`src/rtl/voice_allocator.sv`:
```
// ============================================================================
// voice_allocator : maps keyboard press/release edges onto oscillator voices,
//                   stealing the oldest voice when every voice is busy.
// Revision: 1.0
// ============================================================================
`default_nettype none

module voice_allocator #(
  parameter int NUM_VOICES           = 4,
  parameter int NUM_KEYS             = 13,
  parameter int SYNTH_PHASE_ACC_BITS = 24
) (
  input  logic                                       clk_in,
  input  logic                                       rst_in,
  input  logic [NUM_KEYS-1:0]                        keys_in,
  output logic [NUM_VOICES*SYNTH_PHASE_ACC_BITS-1:0] phase_incr_out,
  output logic [NUM_VOICES-1:0]                      voice_active_out,
  output logic [NUM_VOICES*4-1:0]                    voice_key_out,
  output logic [NUM_VOICES-1:0]                      trigger_out
);

  localparam int AW = $clog2(NUM_VOICES);
  localparam int PW = SYNTH_PHASE_ACC_BITS;

  typedef enum logic [0:0] {
    SCAN  = 1'b0,
    APPLY = 1'b1
  } state_t;

  function automatic logic [PW-1:0] incr_lookup(input logic [3:0] key);
    logic [PW-1:0] val;
    case (key)
      4'd0:    val = PW'(20'h0E107);
      4'd1:    val = PW'(20'h0D465);
      4'd2:    val = PW'(20'h0C87A);
      4'd3:    val = PW'(20'h0BD3A);
      4'd4:    val = PW'(20'h0B29A);
      4'd5:    val = PW'(20'h0A894);
      4'd6:    val = PW'(20'h09F1E);
      4'd7:    val = PW'(20'h09630);
      4'd8:    val = PW'(20'h08DC1);
      4'd9:    val = PW'(20'h085CD);
      4'd10:   val = PW'(20'h07E4A);
      4'd11:   val = PW'(20'h07734);
      4'd12:   val = PW'(20'h07084);
      default: val = '0;
    endcase
    return val;
  endfunction

  state_t                 state_q, state_d;
  logic [NUM_KEYS-1:0]    key_ack_q, key_ack_d;
  logic [3:0]             ev_key_q, ev_key_d;
  logic                   ev_press_q, ev_press_d;
  logic [NUM_VOICES-1:0]  active_q, active_d;
  logic [NUM_VOICES-1:0]  trig_q, trig_d;
  logic [3:0]             vkey_q [NUM_VOICES];
  logic [3:0]             vkey_d [NUM_VOICES];
  logic [PW-1:0]          incr_q [NUM_VOICES];
  logic [PW-1:0]          incr_d [NUM_VOICES];
  logic [AW-1:0]          age_q  [NUM_VOICES];
  logic [AW-1:0]          age_d  [NUM_VOICES];

  logic [NUM_KEYS-1:0]    diff;
  logic [3:0]             scan_key;
  logic [AW-1:0]          target;
  logic [AW-1:0]          target_age;
  logic                   found_free;

  always_comb begin
    state_d    = state_q;
    key_ack_d  = key_ack_q;
    ev_key_d   = ev_key_q;
    ev_press_d = ev_press_q;
    active_d   = active_q;
    trig_d     = '0;
    vkey_d     = vkey_q;
    incr_d     = incr_q;
    age_d      = age_q;
    target     = '0;
    target_age = '0;
    found_free = 1'b0;

    diff     = keys_in ^ key_ack_q;
    scan_key = '0;
    for (int i = NUM_KEYS-1; i >= 0; i--) begin
      if (diff[i]) scan_key = 4'(i);
    end

    case (state_q)
      SCAN: begin
        if (|diff) begin
          ev_key_d   = scan_key;
          ev_press_d = keys_in[scan_key];
          state_d    = APPLY;
        end
      end
      APPLY: begin
        state_d = SCAN;
        if (ev_press_q) begin
          for (int i = NUM_VOICES-1; i >= 0; i--) begin
            if (!active_q[i]) begin
              target     = AW'(i);
              found_free = 1'b1;
            end
          end
          // No free voice: steal whichever voice carries the oldest rank
          if (!found_free) begin
            for (int i = 0; i < NUM_VOICES; i++) begin
              if (age_q[i] == AW'(NUM_VOICES-1)) target = AW'(i);
            end
          end
          target_age = age_q[target];
          for (int i = 0; i < NUM_VOICES; i++) begin
            if (age_q[i] < target_age) age_d[i] = age_q[i] + 1'b1;
          end
          age_d[target]       = '0;
          active_d[target]    = 1'b1;
          vkey_d[target]      = ev_key_q;
          incr_d[target]      = incr_lookup(ev_key_q);
          trig_d[target]      = 1'b1;
          key_ack_d[ev_key_q] = 1'b1;
        end else begin
          for (int i = 0; i < NUM_VOICES; i++) begin
            if (active_q[i] && (vkey_q[i] == ev_key_q)) active_d[i] = 1'b0;
          end
          key_ack_d[ev_key_q] = 1'b0;
        end
      end
      default: state_d = SCAN;
    endcase
  end

  always_ff @(posedge clk_in or posedge rst_in) begin
    if (rst_in) begin
      state_q    <= SCAN;
      key_ack_q  <= '0;
      ev_key_q   <= '0;
      ev_press_q <= 1'b0;
      active_q   <= '0;
      trig_q     <= '0;
      for (int i = 0; i < NUM_VOICES; i++) begin
        vkey_q[i] <= '0;
        incr_q[i] <= '0;
        age_q[i]  <= AW'(NUM_VOICES-1-i);
      end
    end else begin
      state_q    <= state_d;
      key_ack_q  <= key_ack_d;
      ev_key_q   <= ev_key_d;
      ev_press_q <= ev_press_d;
      active_q   <= active_d;
      trig_q     <= trig_d;
      vkey_q     <= vkey_d;
      incr_q     <= incr_d;
      age_q      <= age_d;
    end
  end

  generate
    for (genvar v = 0; v < NUM_VOICES; v++) begin : g_voice_out
      assign phase_incr_out[v*PW +: PW] = incr_q[v];
      assign voice_key_out[v*4 +: 4]    = vkey_q[v];
    end
  endgenerate

  assign voice_active_out = active_q;
  assign trigger_out      = trig_q;

endmodule

`default_nettype wire

```
`config.mk`:
```
export PLATFORM = sky130hd
export DESIGN_NAME = voice_allocator
export DESIGN_NICKNAME = d
export VERILOG_FILES = /design/src/rtl/voice_allocator.sv
export SDC_FILE = /design/constraint.sdc
export NUM_CORES = 1
export LEC_CHECK = 0
export CAP_MARGIN = 10
export CORE_ASPECT_RATIO = 0.8
export CORE_UTILIZATION = 39
export CTS_BUF_LIST = sky130_fd_sc_hd__clkbuf_4
export DETAILED_ROUTE_END_ITERATION = 8
export GPL_TIMING_DRIVEN = 1
export HOLD_SLACK_MARGIN = 0.06
export PLACE_DENSITY = 0.65
export RECOVER_POWER = 25
export SYNTH_ARGS = -nofsm -noshare
export SYNTH_HDL_FRONTEND = slang
export SYNTH_SLANG_ARGS = --single-unit
```
`constraint.sdc`:
```
create_clock -name clk_in -period 4.4 [get_ports clk_in]
set_input_delay 0.66 -clock clk_in [delete_from_list [all_inputs] [get_ports clk_in]]
set_output_delay 0.66 -clock clk_in [all_outputs]
set_load 0.05 [all_outputs]
```
==> flow_metrics.py, run 1 <==
metrics = {
    "grt": {
        "grt_pass1_wl_um": 22800,
        "grt_use_total": 0.203,
        "antenna_found_initial": 0,
        "grt_pass1_vias": 4300,
        "overflow": 0,
        "grt_max_degree": 58,
    },
    "logic_synthesis": {
        "synth_edf_count": 0,
        "syn_area_um2": 5650,
        "yosys-top-cells-area": "dfrtp_1 (49%), o21ai_0 (8.6%), nand2_1 (8.5%)",
        "ys_warn_count": 0,
        "yosys.area.top_type": "dfrtp_1",
        "synth.distinct_cells": 58,
        "synth_ff_type": "dfrtp_1",
        "synth.yosys.seq_area_share": 0.510,
        "yosysTopAreaCellShare": 0.492,
        "synthArstFlopShare": 1.00,
        "synth-seq-cells": 115,
        "synth_area_per_cell_um2": 9.43,
        "synthCells": 599,
    },
    "cells_and_area": {
        "seqCellArea_um2": 2880,
        "final_area_um2": 6990,
        "area_growth_pct": 23.8,
        "finish.net_count": 723,
        "drive_above_1_share": 0.0693,
        "antennaDiodeCount": 0,
        "fillCellCount": 1282,
        "mostFrequentLayoutCell": "nand2_1",
        "multi_input_area_um2": 2470,
        "most-common-layout-cells": "nand2_1 (128), dfrtp_1 (111), clkdlybuf4s50_1 (101)",
        "fin_util": 0.505,
    },
    "setup_path": {
        "cp_data_arrival_time_ns": 3.44,
        "reg2reg_depth": 9,
        "r2r_setup_slack_ns": 1.43,
        "crit_fanout": 5,
        "r2r-start": "age_q[0]",
        "path_class": "register to register",
        "critPathRequiredTime_ns": 4.87,
        "worst_setup_path_end_kind": "register",
        "crit_path_start_kind": "register",
        "r2r_end": "age_q[6]",
    },
    "timing": {
        "final-hold-violation-count": 0,
        "skew_ns": 0.0152,
        "tightest_slew_ns": 2.39,
        "rsz0062_at_grt": "false",
        "fin_crit_ns": 2.97,
        "fmax_mhz": 337,
        "slew-limit-headroom": -0.601,
        "hold_ws_ns": 0.487,
        "setup_viol": 0,
        "fin_crit_sh": 0.674,
        "slew_viol_final": 58,
        "fin_setup_tns_ns": 0,
    },
    "clock_network": {
        "cts_sinks": 115,
        "htreeDepth": 4,
        "cts_resized": 0,
        "insertion_delay_ns": 0.52,
        "cts_made_buffers": 17,
        "clkTransAtPathRegs_ns": 0.11,
        "ctsHoldBuffers": 0,
        "tritoncts": "built",
        "post_cts_buffers": 0,
        "clock_tree.buffer_depth": 2,
        "ctsRootBufferMaster": "clkbuf_4",
    },
    "route": {
        "first_pass_iters": 4,
        "drtIter0Drc": 189,
        "drcViolationCount": 0,
        "post_drt_wl_per_cell_um": 15.7,
        "num_vias": 4509,
        "postRouteAntennaNets": 0,
        "viasPerCell": 5.08,
        "wl_um": 14000,
    },
    "worst_hold_path": {
        "hp-start": "phase_incr_out[53]",
        "hold_class": "register to register",
        "worstHoldPathCells": 2,
        "holdPathEnd": "phase_incr_out[53]",
    },
    "pwr": {
        "p_leak_nw": 3.13,
        "powerDensity_nw_per_um2": 838,
        "peakVddDrop_v": 0.000488,
    },
    "placement": {
        "gp_congestion": 0.861,
        "dp_hpwl_um": 9920,
        "placed_area_um2": 6700,
        "io_buffer_count": 102,
    },
    "run_status": {
        "violations": "max-capacitance violations, max-slew violations",
        "status": "complete, but fails checks",
    },
    "floorplanning": {
        "start_util": 0.408,
        "coreArea_um2": 13800,
        "dieHeight_um": 110,
        "ios": 135,
        "die_area_um2": 15000,
        "rows": 38,
        "fp.dieW_um": 137,
    },
    "job": {
        "drv_cap": 1,
    },
}
-- metrics by stage --
stage,worst slack (ns),power (mW),std cells
after global routing,1.15,6.22,887
after CTS,1.44,5.89,887
final,1.43,5.86,887
after detailed placement,1.36,5.05,856
after global placement,1.42,4.99,856
after floorplan,0.703,4.02,630
-- critical path, stage by stage, from the launching register on --
cell,delay (ns)
dfrtp_1,0.44
ha_1,0.21
nand2b_1,0.16
a31oi_1,0.46
nand2_1,0.24
o21ai_0,0.49
ha_1,0.33
a21oi_1,0.17
nor3b_2,0.23
mux2_2,0.18
-- cell type report --
class	instances	share of cell area
repair buffers	108	0.152
flip-flops and latches	115	0.412
inverters	14	0.00770
well taps	180	0.0322
clock inverters	14	0.0242
multi-input cells	439	0.353
clock buffers	17	0.0183
-- report_power, final --
part / internal, mW / switching (mW) / total (mW)
clock network: 0.435 / 0.394 / 0.829
logic: 1.04 / 2.15 / 3.19
registers: 1.47 / 0.365 / 1.84
-- cell usage after synthesis, types with 7 or more instances --
| master | number |
|---|---|
| nand2_1 | 128 |
| dfrtp_1 | 111 |
| o21ai_0 | 97 |
| buf_4 | 32 |
| clkbuf_1 | 26 |
| nor2_1 | 26 |
| xor2_1 | 18 |
| nand3_1 | 17 |
| ha_1 | 13 |
| a21oi_1 | 11 |
| inv_1 | 11 |
| xnor2_1 | 10 |
| nor2b_1 | 7 |
| o21ai_1 | 7 |
-- worst max-delay path by stage --
stage,cells after the start,startpoint,endpoint
floorplan,1,rst_in,async pin
global placement,9,keys_in[10],ev_press_q
detailed placement,9,keys_in[7],ev_press_q
CTS,9,age_q[0],age_q[6]
global route,9,age_q[0],age_q[6]
finish,9,age_q[0],age_q[6]
-- metal layers --
layer / global-route usage / share of wire / vias up
met3: 0.0484 / 0.054 / 18
met2: 0.303 / 0.45 / 132
li1: - / - / 2177
met5: 0 / 0 / -
met1: 0.287 / 0.48 / 2182
met4: 0.0722 / 0.015 / 0
-- logic make-up (layout without fill, tap and decap cells) --
logic type	Yosys count	in the layout	share of synthesized area
buffers and inverters	76	153	0.0735
and+or+nand+nor	195	195	0.149
xor gates and xnor gates	29	29	0.0463
AOI/OAI and AO/OA	157	157	0.167
adders and majority gates	13	13	0.0288
other	1	32	0.000664
muxes	13	13	0.0252
DFF	115	115	0.510
(Power assumes the default switching activity.)
==> run 2, diff against run 1 <==
==> constraint.sdc (replaced) <==
create_clock -name clk_in -period 2.81 [get_ports clk_in]
set_input_delay 0.4215 -clock clk_in [delete_from_list [all_inputs] [get_ports clk_in]]
set_output_delay 0.4215 -clock clk_in [all_outputs]
set_load 0.05 [all_outputs]
==> run 2 against run 1 <==
The flow still finishes with violations (max-capacitance violations, max-slew violations). Clock power up 36%. Register-to-register slack worse by 1.2 ns. Combinational power up 63%. Worst hold slack better by 0.00072 ns. Non-clock buffer count up 14. Worst setup slack worse by 1.2 ns. Sequential share of layout area down 0.50 points. Core utilization up 0.61 points. Global-route usage down 0.40 points. Sequential power up 53%. Final cell count up 1.7%. Critical path depth up 2. Critical path type unchanged. Critical endpoint is now age_q[2]. Largest cell class unchanged.
==> flow_metrics.py, run 2 (synthesis gave the netlist of run 1 again) <==
metrics = {
    "grt": {
        "grt_max_degree": 116,
        "grt_use_total": 0.199,
        "grt_pass1_vias": 4372,
        "overflow": 0,
        "grt_pass1_wl_um": 22500,
        "antenna_found_initial": 0,
    },
    "pwr": {
        "p_clk_frac": 0.124,
        "internal-power_mw": 4.57,
        "p_leak_nw": 3.19,
        "pwr-share-seq": 0.307,
        "peakVddDrop_v": 0.000762,
        "powerDensity_nw_per_um2": 1290,
        "power_frac_comb": 0.569,
        "p_sw_mw": 4.57,
        "power_mw": 9.14,
        "switching_share": 0.500,
    },
    "clock_network": {
        "cts_sinks": 115,
        "tritoncts": "built",
        "insertion_delay_ns": 0.51,
        "post_cts_buffers": 0,
        "ctsRootBufferMaster": "clkbuf_4",
        "htreeDepth": 4,
        "cts_made_buffers": 17,
        "clkTransAtPathRegs_ns": 0.10,
        "clock_tree.buffer_depth": 2,
    },
    "setup_path": {
        "crit_fanout": 8,
        "path_class": "register to register",
        "crit_path_start_kind": "register",
        "critPathRequiredTime_ns": 3.26,
        "worst_setup_path_end_kind": "register",
        "cp_data_arrival_time_ns": 3.05,
    },
    "timing": {
        "fmax_mhz": 385,
        "slew-limit-headroom": -0.0226,
        "fin_crit_ns": 2.60,
        "fin_crit_sh": 0.924,
        "rsz0062_at_grt": "false",
        "tightest_slew_ns": 1.53,
        "skew_ns": 0.0177,
        "slew_viol_final": 116,
        "fin_ws_ns": 0.213,
        "setup_viol": 0,
        "final-hold-violation-count": 0,
    },
    "route": {
        "drtIter0Drc": 218,
        "post_drt_wl_per_cell_um": 15.7,
        "drcViolationCount": 0,
        "viasPerCell": 5.06,
        "first_pass_iters": 4,
        "num_vias": 4561,
        "wl_um": 14100,
        "postRouteAntennaNets": 0,
    },
    "run_status": {
        "violations": "max-capacitance violations, max-slew violations",
        "status": "complete, but fails checks",
    },
    "floorplanning": {
        "coreArea_um2": 13800,
        "dieHeight_um": 110,
        "rows": 38,
        "die_area_um2": 15000,
        "ios": 135,
        "fp.dieW_um": 137,
        "start_util": 0.408,
    },
    "cells_and_area": {
        "most-common-layout-cells": "nand2_1 (128), dfrtp_1 (111), clkdlybuf4s50_1 (101)",
        "mostFrequentLayoutCell": "nand2_1",
        "fin_util": 0.511,
        "final_area_um2": 7080,
        "drive_above_1_share": 0.0928,
        "antennaDiodeCount": 0,
        "area_growth_pct": 25.3,
        "fillCellCount": 1245,
        "finish.net_count": 737,
    },
    "placement": {
        "io_buffer_count": 102,
        "dp_slack_ns": -0.0447,
        "gp_congestion": 0.897,
        "placed_area_um2": 6830,
        "dp_hpwl_um": 10300,
    },
    "worst_hold_path": {
        "hold_class": "register to register",
    },
    "job": {
        "drv_cap": 1,
    },
}
## run 2: cell count changes in the layout (fill, tap and decap cells not counted), sizes merged
cell / before / now
bufinv: 4 / 2
clkbuf: 17 / 20
buf: 6 / 19
clkinv: 12 / 11
clkinvlp: 2 / 4
## run 2: layout make-up
| class | instances | area, um2 | area share |
|---|---|---|---|
| inverters | 14 | 56.3 | 0.00796 |
| flip-flops and latches | 115 | 2880 | 0.407 |
| clock inverters | 13 | 118 | 0.0166 |
| repair buffers | 122 | 1180 | 0.167 |
| multi-input cells | 439 | 2470 | 0.349 |
| clock buffers | 19 | 143 | 0.0202 |
| well taps | 180 | 225 | 0.0318 |
## run 2: what timing repair did
item,CTS,global route
resized for setup,0,2
setup endpoints to repair,0,6
hold buffers,0,0
hold endpoints to repair,0,0
## run 2: path summary, 6_finish.rpt
path / slack (ns) / cells past startpoint / from / to
setup / recovery: 0.21 / 11 / age_q[0] / age_q[2]
hold / removal: 0.49 / 2 / phase_incr_out[59] / phase_incr_out[59]
setup reg to reg: 0.21 / 11 / age_q[0] / age_q[2]
hold reg to reg: 0.49 / 2 / phase_incr_out[59] / phase_incr_out[59]
max in group asynchronous: 0.90 / 3 / rst_in / async pin
min in group asynchronous: 0.94 / 3 / rst_in / phase_incr_out[77]
## run 2: layer usage
| layer | wire, um | vias to the layer above | part of all wire | global-route usage |
|---|---|---|---|---|
| li1 | - | 2205 | - | - |
| met1 | 6800 | 2209 | 0.48 | 0.268 |
| met2 | 6480 | 131 | 0.46 | 0.311 |
| met3 | 696 | 16 | 0.049 | 0.0512 |
| met4 | 162 | 0 | 0.011 | 0.0667 |
| met5 | 0 | - | 0 | 0 |
## run 2: power by group through the flow
stage               sequential [mW]  combinational (mW)  clock (mW)
floorplan                      4.55                1.74           0
global placement               2.82                5.11           0
detailed placement             2.84                5.22           0
CTS                            2.81                5.23        1.17
global route                   2.89                5.54        1.24
finish                         2.81                5.21        1.13
## run 2: stage by stage
step	instances	TNS, ns	hold WS, ns
2_1_floorplan	630	0	0.466
3_3_place_gp	870	0	0.462
3_5_place_dp	870	-0.0447	0.469
4_1_cts	902	0	0.426
5_1_grt	902	0	0.517
6_report	902	0	0.488
## run 2: critical path: stages (launching register included)
cell	delay [ns]
dfrtp_1	0.44
ha_1	0.21
nand2b_1	0.15
o311a_2	0.44
mux2_2	0.30
o21ai_1	0.18
buf_4	0.16
ha_1	0.22
o31ai_1	0.07
nand2_1	0.14
xor2_1	0.17
nor2_1	0.09
